<file path="config.mk">
export PLATFORM = sky130hd
export DESIGN_NAME = board_fill_gen
export DESIGN_NICKNAME = d
export VERILOG_FILES = /design/src/rtl/board_fill_gen.sv
export SDC_FILE = /design/constraint.sdc
export NUM_CORES = 1
export LEC_CHECK = 0
export ABC_AREA = 1
export CAP_MARGIN = 20
export CORE_UTILIZATION = 35
export CTS_BUF_LIST = sky130_fd_sc_hd__clkbuf_4
export DETAILED_ROUTE_END_ITERATION = 12
export PLACE_DENSITY_LB_ADDON = 0.3
export RECOVER_POWER = 100
export SYNTH_ARGS = -nofsm -noshare
export SYNTH_HDL_FRONTEND = slang
export SYNTH_SLANG_ARGS = --single-unit
</file>
<file path="constraint.sdc">
create_clock -name clk -period 1.8 [get_ports clk]
set_input_delay 0.27 -clock clk [delete_from_list [all_inputs] [get_ports clk]]
set_output_delay 0.27 -clock clk [all_outputs]
set_load 0.005 [all_outputs]
</file>
<file path="src/rtl/board_fill_gen.sv">
// board_fill_gen: fills a BOARD_W-cell game board with exactly num_lit lit
// cells. Cell indices come from a free-running, reseedable 16-bit Fibonacci
// LFSR. Indices that are duplicates or out of range are skipped, so a board
// with N lit cells can take more than N fill cycles to finish.
module board_fill_gen #(
  parameter  int BOARD_W = 16,
  localparam int IDX_W   = (BOARD_W > 1) ? $clog2(BOARD_W) : 1,
  localparam int CNT_W   = $clog2(BOARD_W + 1)
) (
  input  logic               clk,
  input  logic               reset,
  input  logic               seed_load,
  input  logic [15:0]        seed_in,
  input  logic               start,
  input  logic [CNT_W-1:0]   num_lit,
  output logic [BOARD_W-1:0] board,
  output logic [CNT_W-1:0]   lit_count,
  output logic               busy,
  output logic               done,
  output logic               board_valid
);

  localparam logic [15:0]      LFSR_INIT = 16'hACE1;
  localparam logic [CNT_W-1:0] BOARD_CNT = CNT_W'(BOARD_W);
  localparam logic [IDX_W:0]   BOARD_LIM = (IDX_W + 1)'(BOARD_W);

  typedef enum logic {IDLE, FILL} state_t;

  state_t             state, state_n;
  logic [15:0]        lfsr, lfsr_n;
  logic [CNT_W-1:0]   target, target_n;
  logic [BOARD_W-1:0] board_n;
  logic [CNT_W-1:0]   cnt_n;
  logic               done_n, valid_n;
  logic [IDX_W-1:0]   idx;
  logic               idx_ok;
  logic [CNT_W-1:0]   req_clamped;

  // Taps 16,14,13,11 give a maximal-length sequence, so every cell index
  // shows up eventually and FILL always terminates.
  always_comb begin
    lfsr_n = {lfsr[14:0], lfsr[15] ^ lfsr[13] ^ lfsr[12] ^ lfsr[10]};
  end

  // LFSR register: free-running; a seed load wins over the advance, and an
  // all-zero seed is replaced by the default so the LFSR cannot lock up.
  always_ff @(posedge clk) begin
    if (reset)          lfsr <= LFSR_INIT;
    else if (seed_load) lfsr <= (seed_in == 16'h0000) ? LFSR_INIT : seed_in;
    else                lfsr <= lfsr_n;
  end

  // The candidate cell uses the low LFSR bits from before this edge's
  // advance. The range check matters only when BOARD_W is not a power of two.
  always_comb begin
    idx         = lfsr[IDX_W-1:0];
    idx_ok      = ({1'b0, idx} < BOARD_LIM);
    req_clamped = (num_lit > BOARD_CNT) ? BOARD_CNT : num_lit;
  end

  // Next-state, board update and handshake outputs.
  always_comb begin
    state_n  = state;
    board_n  = board;
    cnt_n    = lit_count;
    target_n = target;
    done_n   = 1'b0;
    valid_n  = board_valid;
    unique case (state)
      IDLE: begin
        if (start) begin
          board_n  = '0;
          cnt_n    = '0;
          target_n = req_clamped;
          valid_n  = 1'b0;
          state_n  = FILL;
        end
      end
      FILL: begin
        if (lit_count == target) begin
          state_n = IDLE;
          done_n  = 1'b1;
          valid_n = 1'b1;
        end else if (idx_ok && !board[idx]) begin
          board_n[idx] = 1'b1;
          cnt_n        = lit_count + CNT_W'(1);
        end
      end
      default: state_n = IDLE;
    endcase
  end

  // Control and board registers; reset clears everything, even mid-fill.
  always_ff @(posedge clk) begin
    if (reset) begin
      state       <= IDLE;
      board       <= '0;
      lit_count   <= '0;
      target      <= '0;
      done        <= 1'b0;
      board_valid <= 1'b0;
    end else begin
      state       <= state_n;
      board       <= board_n;
      lit_count   <= cnt_n;
      target      <= target_n;
      done        <= done_n;
      board_valid <= valid_n;
    end
  end

  // busy is high for exactly the cycles spent in FILL.
  always_comb begin
    busy = (state == FILL);
  end

endmodule

</file>
# After elaboration in Yosys (flattened, before gate mapping)
# Index checks and enable logic that the tools add are counted.
# word_totals
input_bits	25
regBits	45
output_inout_bits	24
# classes
bitwise_logic	5
n_eq_ne	5
n_mux	22
n_lt_le_gt_ge	3
n_addsub	1
n_reduce_logical	6
# op_table
cell	n
16-bit 2-to-1 mux	5
16-bit case mux with 2 select lines	1
5-bit 2-to-1 mux	4
16-bit zero test	1
16-bit OR	1
5-bit case mux with 2 select lines	1
1-bit 2-to-1 mux	7
2-bit inequality test, second input constant	3
5-bit by 1-bit adder with 5-bit output, second input constant	1
5-bit == test	1
5-bit > comparator, second input constant	1
4-bit by 5-bit < comparator with 1-bit output, second input constant	1
1-bit binary-select mux with 4-bit select	1
1-bit demux with 4-bit select	1
4-bit by 1-bit greater-or-equal comparator with 1-bit output, second input constant	1
1-bit case mux with 2 select lines	2
2-bit AND reduction	2
3-bit AND reduction	1
1-bit XOR	3
2-bit by 1-bit inequality test with 1-bit output, second input constant	1
2-bit OR reduction	1
1-bit logical AND	1
1-bit NOT	1

# Longest topological paths before layout
# logic_depth
word_depth	8
depth_mapped	13

# Worst setup path after synthesis
# Ideal clock, no wire load.
# synth_timing
kind	register to register
start	register lit_count[2]
end	register lit_count[2]
setup_slack_ns	0.402
path_stages_with_launch	10
path_buffers	1
arrival_time_ns	1.264
setup_time_ns	0.133
path_cell_list	dfxtp_1 -> xnor2_1 -> nand3_1 -> nor2_1 -> nor2_2 -> nand2_2 -> nand2_4 -> buf_12 -> nand2_2 -> a21oi_2
# synth_between
elab_chain_cells	4
elab_cells_between_ends	7
cone_classes	1 x add/sub; 2 x eq/ne; 3 x mux; 1 x reduce/logical
# synth_lines
element	line	source
start, declared	17	output logic [CNT_W-1:0] lit_count,
start signal, assigned	105	lit_count <= cnt_n;
5-bit by 1-bit adder with 5-bit output	86	cnt_n = lit_count + CNT_W'(1);
5-bit 2-to-1 mux	84	end else if (idx_ok && !board[idx]) begin
5-bit 2-to-1 mux	80	if (lit_count == target) begin
5-bit case mux with 2 select lines	69	unique case (state)
# Parallel ways exist; a longest one is shown, timed or not. The select of a mux whose other input is x is not followed.
# A chain may end at the register's enable or synchronous reset.

# Final worst setup path
# layout_timing
start	register lit_count[2]
end	output port lit_count[2]
# No word-level cell between the ends.

==> results.yml <==
worst_setup_path:
  cp_max_fo: 5
  r2r_start: "lfsr[0]"
  crit_path_end_kind: "output port"
  cp-start-kind: "register"
  arrival_ns: 1.40
  reg2reg_slack_ns: 0.23
  critPathKind: "register to output port"
  crit_path_start: "lit_count[2]"
  worstPathRequired_ns: 1.53
sta:
  min_period_over_period_pct: 92.90
  slew_headroom_pct: 56.92
  fin_worst_skew_ns: 0.009008
  finalHoldViolCount: 0
  period_needed_ns: 1.672
  fmax_ghz: 0.5980
  tightest_slew_ns: 0.6462
  final_max_slew_viol_count: 0
  rsz0062_at_grt: "false"
  fin_tns_setup_ns: 0
  holdWs_ns: 0.4580
  setup_ws_ns: 0.1278
  setup_violations: 0
cts:
  post-cts-setup-buffer-count: 0
  htreeDepth: 2
  clock_path_buffers: 2
  cts_root_buf: "clkbuf_4"
  clkTransAtPathRegs_ns: 0.13
  clkSinkCount: 45
  cts_made_buffers: 5
  cts_tree: "yes"
  ctsHoldBuffers: 0
  clkLatencyLatePin_ns: 0.36
logic_synthesis:
  ys_seq_area_share_pct: 41.36
  synth-edff-count: 0
  yosysUniqueCellTypes: 27
  ys.flop_type: "dfxtp_1"
  synthXorXnorAreaFrac_pct: 4.423
  synth_top_family_by_area: "simple AND/OR/NAND/NOR gates"
  postSynthCellCount: 293
  syn_avg_cell_area_um2: 7.435
  muxShareOfSynthArea_pct: 0
  synth_seq_cells: 45
  synthSimpleGateAreaFrac_pct: 27.74
  netlist_area_um2: 2178
  async_flop_share_pct: 0
  syn_nets: 319
  yosys_warnings: 0
  synth-compound-area-share_pct: 16.03
  synth_adder_area_share_pct: 0.5744
worst_hold_path:
  min-delay-start: "seed_in[9]"
  hold_path.class: "input port to register"
layout:
  multi_input_area_um2: 1027
  layout-drive-gt1-share_pct: 12.10
  seq_area_um2: 902.1
  utilization_pct: 46.07
  syn_to_final_growth_pct: 25.96
  n_fill_cell: 653
  num_antenna_cells: 0
  final_cell_area_um2: 2744
  nets: 372
routing:
  vias_per_cell: 4.547
  vias: 1919
  remaining_drc_errors: 0
  dr.pass1.iters: 4
  postRouteAntennaNets: 0
  wl_per_cell_um: 10.82
  routed_wl_mm: 4.565
  initialDrtViolationCount: 51
place:
  gp_congestion: 0.7748
  io_buffers: 48
  dp_hpwl_mm: 3.430
  place_ws_ns: 0.09644
  placed_area_um2: 2733
pwr:
  p_leak_nw: 1.142
  powerDensity_nw_per_um2: 682.5
  vdd_drop_max_mv: 0.2494
die:
  start_util_pct: 36.58
  pin_count: 49
  dieArea_um2: 6543
  die_h_um: 80.89
  row_count: 28
  die_w_um: 80.89
  core_um2: 5956
outcome:
  status: "finished, final reports clean"
global_routing:
  grt_pass1_wl_mm: 7.665
  first_global_vias: 1784
  grt-ovfl-total: 0
  grt_start_max_net_pins: 21
  grtUsageTotal_pct: 15.11
  antenna_found_initial: 0
flow_run:
  max-cap-violations: 0
==> where the power goes <==
part           internal (mW)  switching, mW  total (mW)
clock network          0.164          0.320       0.485
logic                  0.137          0.182       0.319
registers               1.04         0.0292        1.07
==> logic make-up (layout without fill, tap and decap cells) <==
logic type / Yosys count / in the layout
AO/OA/AOI/OAI: 51 / 51
flip-flops: 45 / 45
AND/OR/NAND/NOR: 139 / 139
adder cells (fa/ha/maj): 1 / 1
XOR/XNOR: 11 / 11
buffers and inverters: 46 / 100
==> metal layers <==
metal  global-route usage, %  part of all wire (%)
met5                       0                     0
met4                   6.607                   2.2
met3                   3.820                   3.9
met2                   23.61                    43
met1                   19.55                    51
==> path summary, 6_finish.rpt <==
check / end / depth (start not counted)
max: lit_count[2] / 2
min: lfsr[9] / 3
max reg2reg: board[13] / 12
min reg2reg: board_valid / 2
==> cells in the mapped netlist (2+ instances only) <==
library cell | instances | area share, %
buf_2 | 2 | 0.46
nor2_2 | 2 | 0.57
a21oi_2 | 19 | 7.6
clkbuf_1 | 5 | 0.86
dfxtp_1 | 45 | 41
xor2_1 | 4 | 1.6
xnor2_1 | 7 | 2.8
nand2_1 | 67 | 12
nor2_1 | 35 | 6.0
nand2_2 | 20 | 5.7
o22ai_1 | 7 | 2.0
buf_12 | 2 | 1.8
a22oi_1 | 2 | 0.69
o21ai_0 | 8 | 1.8
a21oi_1 | 11 | 2.5
inv_1 | 35 | 6.0
nor4_1 | 2 | 0.57
nand3_1 | 11 | 2.5
==> layout make-up <==
type                            instances  area share (%)
Clock buffer                            6           1.642
Clock inverter                          2          0.3648
Inverter                               36           4.925
Multi-Input combinational cell        202           37.44
Sequential cell                        45           32.88
Tap cell                               75           3.420
Timing Repair Buffer                   56           19.33
==> per-stage QoR <==
step / cells / power (mW)
2_1_floorplan: 293 / 1.315
3_5_place_dp: 414 / 1.428
5_1_grt: 422 / 1.985
4_1_cts: 422 / 1.919
3_3_place_gp: 414 / 1.424
6_report: 422 / 1.873
==> state kept, by name (all words and copies together), names as in the netlist <==
register     cells
busy             1
lfsr            16
board_valid      1
done             1
board           16
lit_count        5
target           5
==> layout by cell type, fill, tap and decap left out, types with 4 or more instances in the layout <==
| cell | n |
|---|---|
| inv_1 | 35 |
| nor2_1 | 35 |
| a21oi_1 | 14 |
| o21ai_0 | 8 |
| nand2_2 | 7 |
| dfxtp_1 | 44 |
| buf_4 | 5 |
| a21oi_2 | 16 |
| xnor2_1 | 7 |
| dlygate4sd3_1 | 23 |
| nand2_1 | 80 |
| clkbuf_4 | 6 |
| nand3_1 | 11 |
| xor2_1 | 4 |
| clkdlybuf4s50_1 | 25 |
| o22ai_1 | 7 |
==> critical path, stage by stage (launching register included) <==
cell and delay, ns:
dfxtp_1 0.37, clkbuf_2 0.17, clkdlybuf4s50_1 0.51
==> repair_timing <==
action,CTS,global route
resized for setup,0,2
hold endpoints to repair,0,0
endpoints found under the setup margin,0,20
Power figures use the tool's default switching activity.
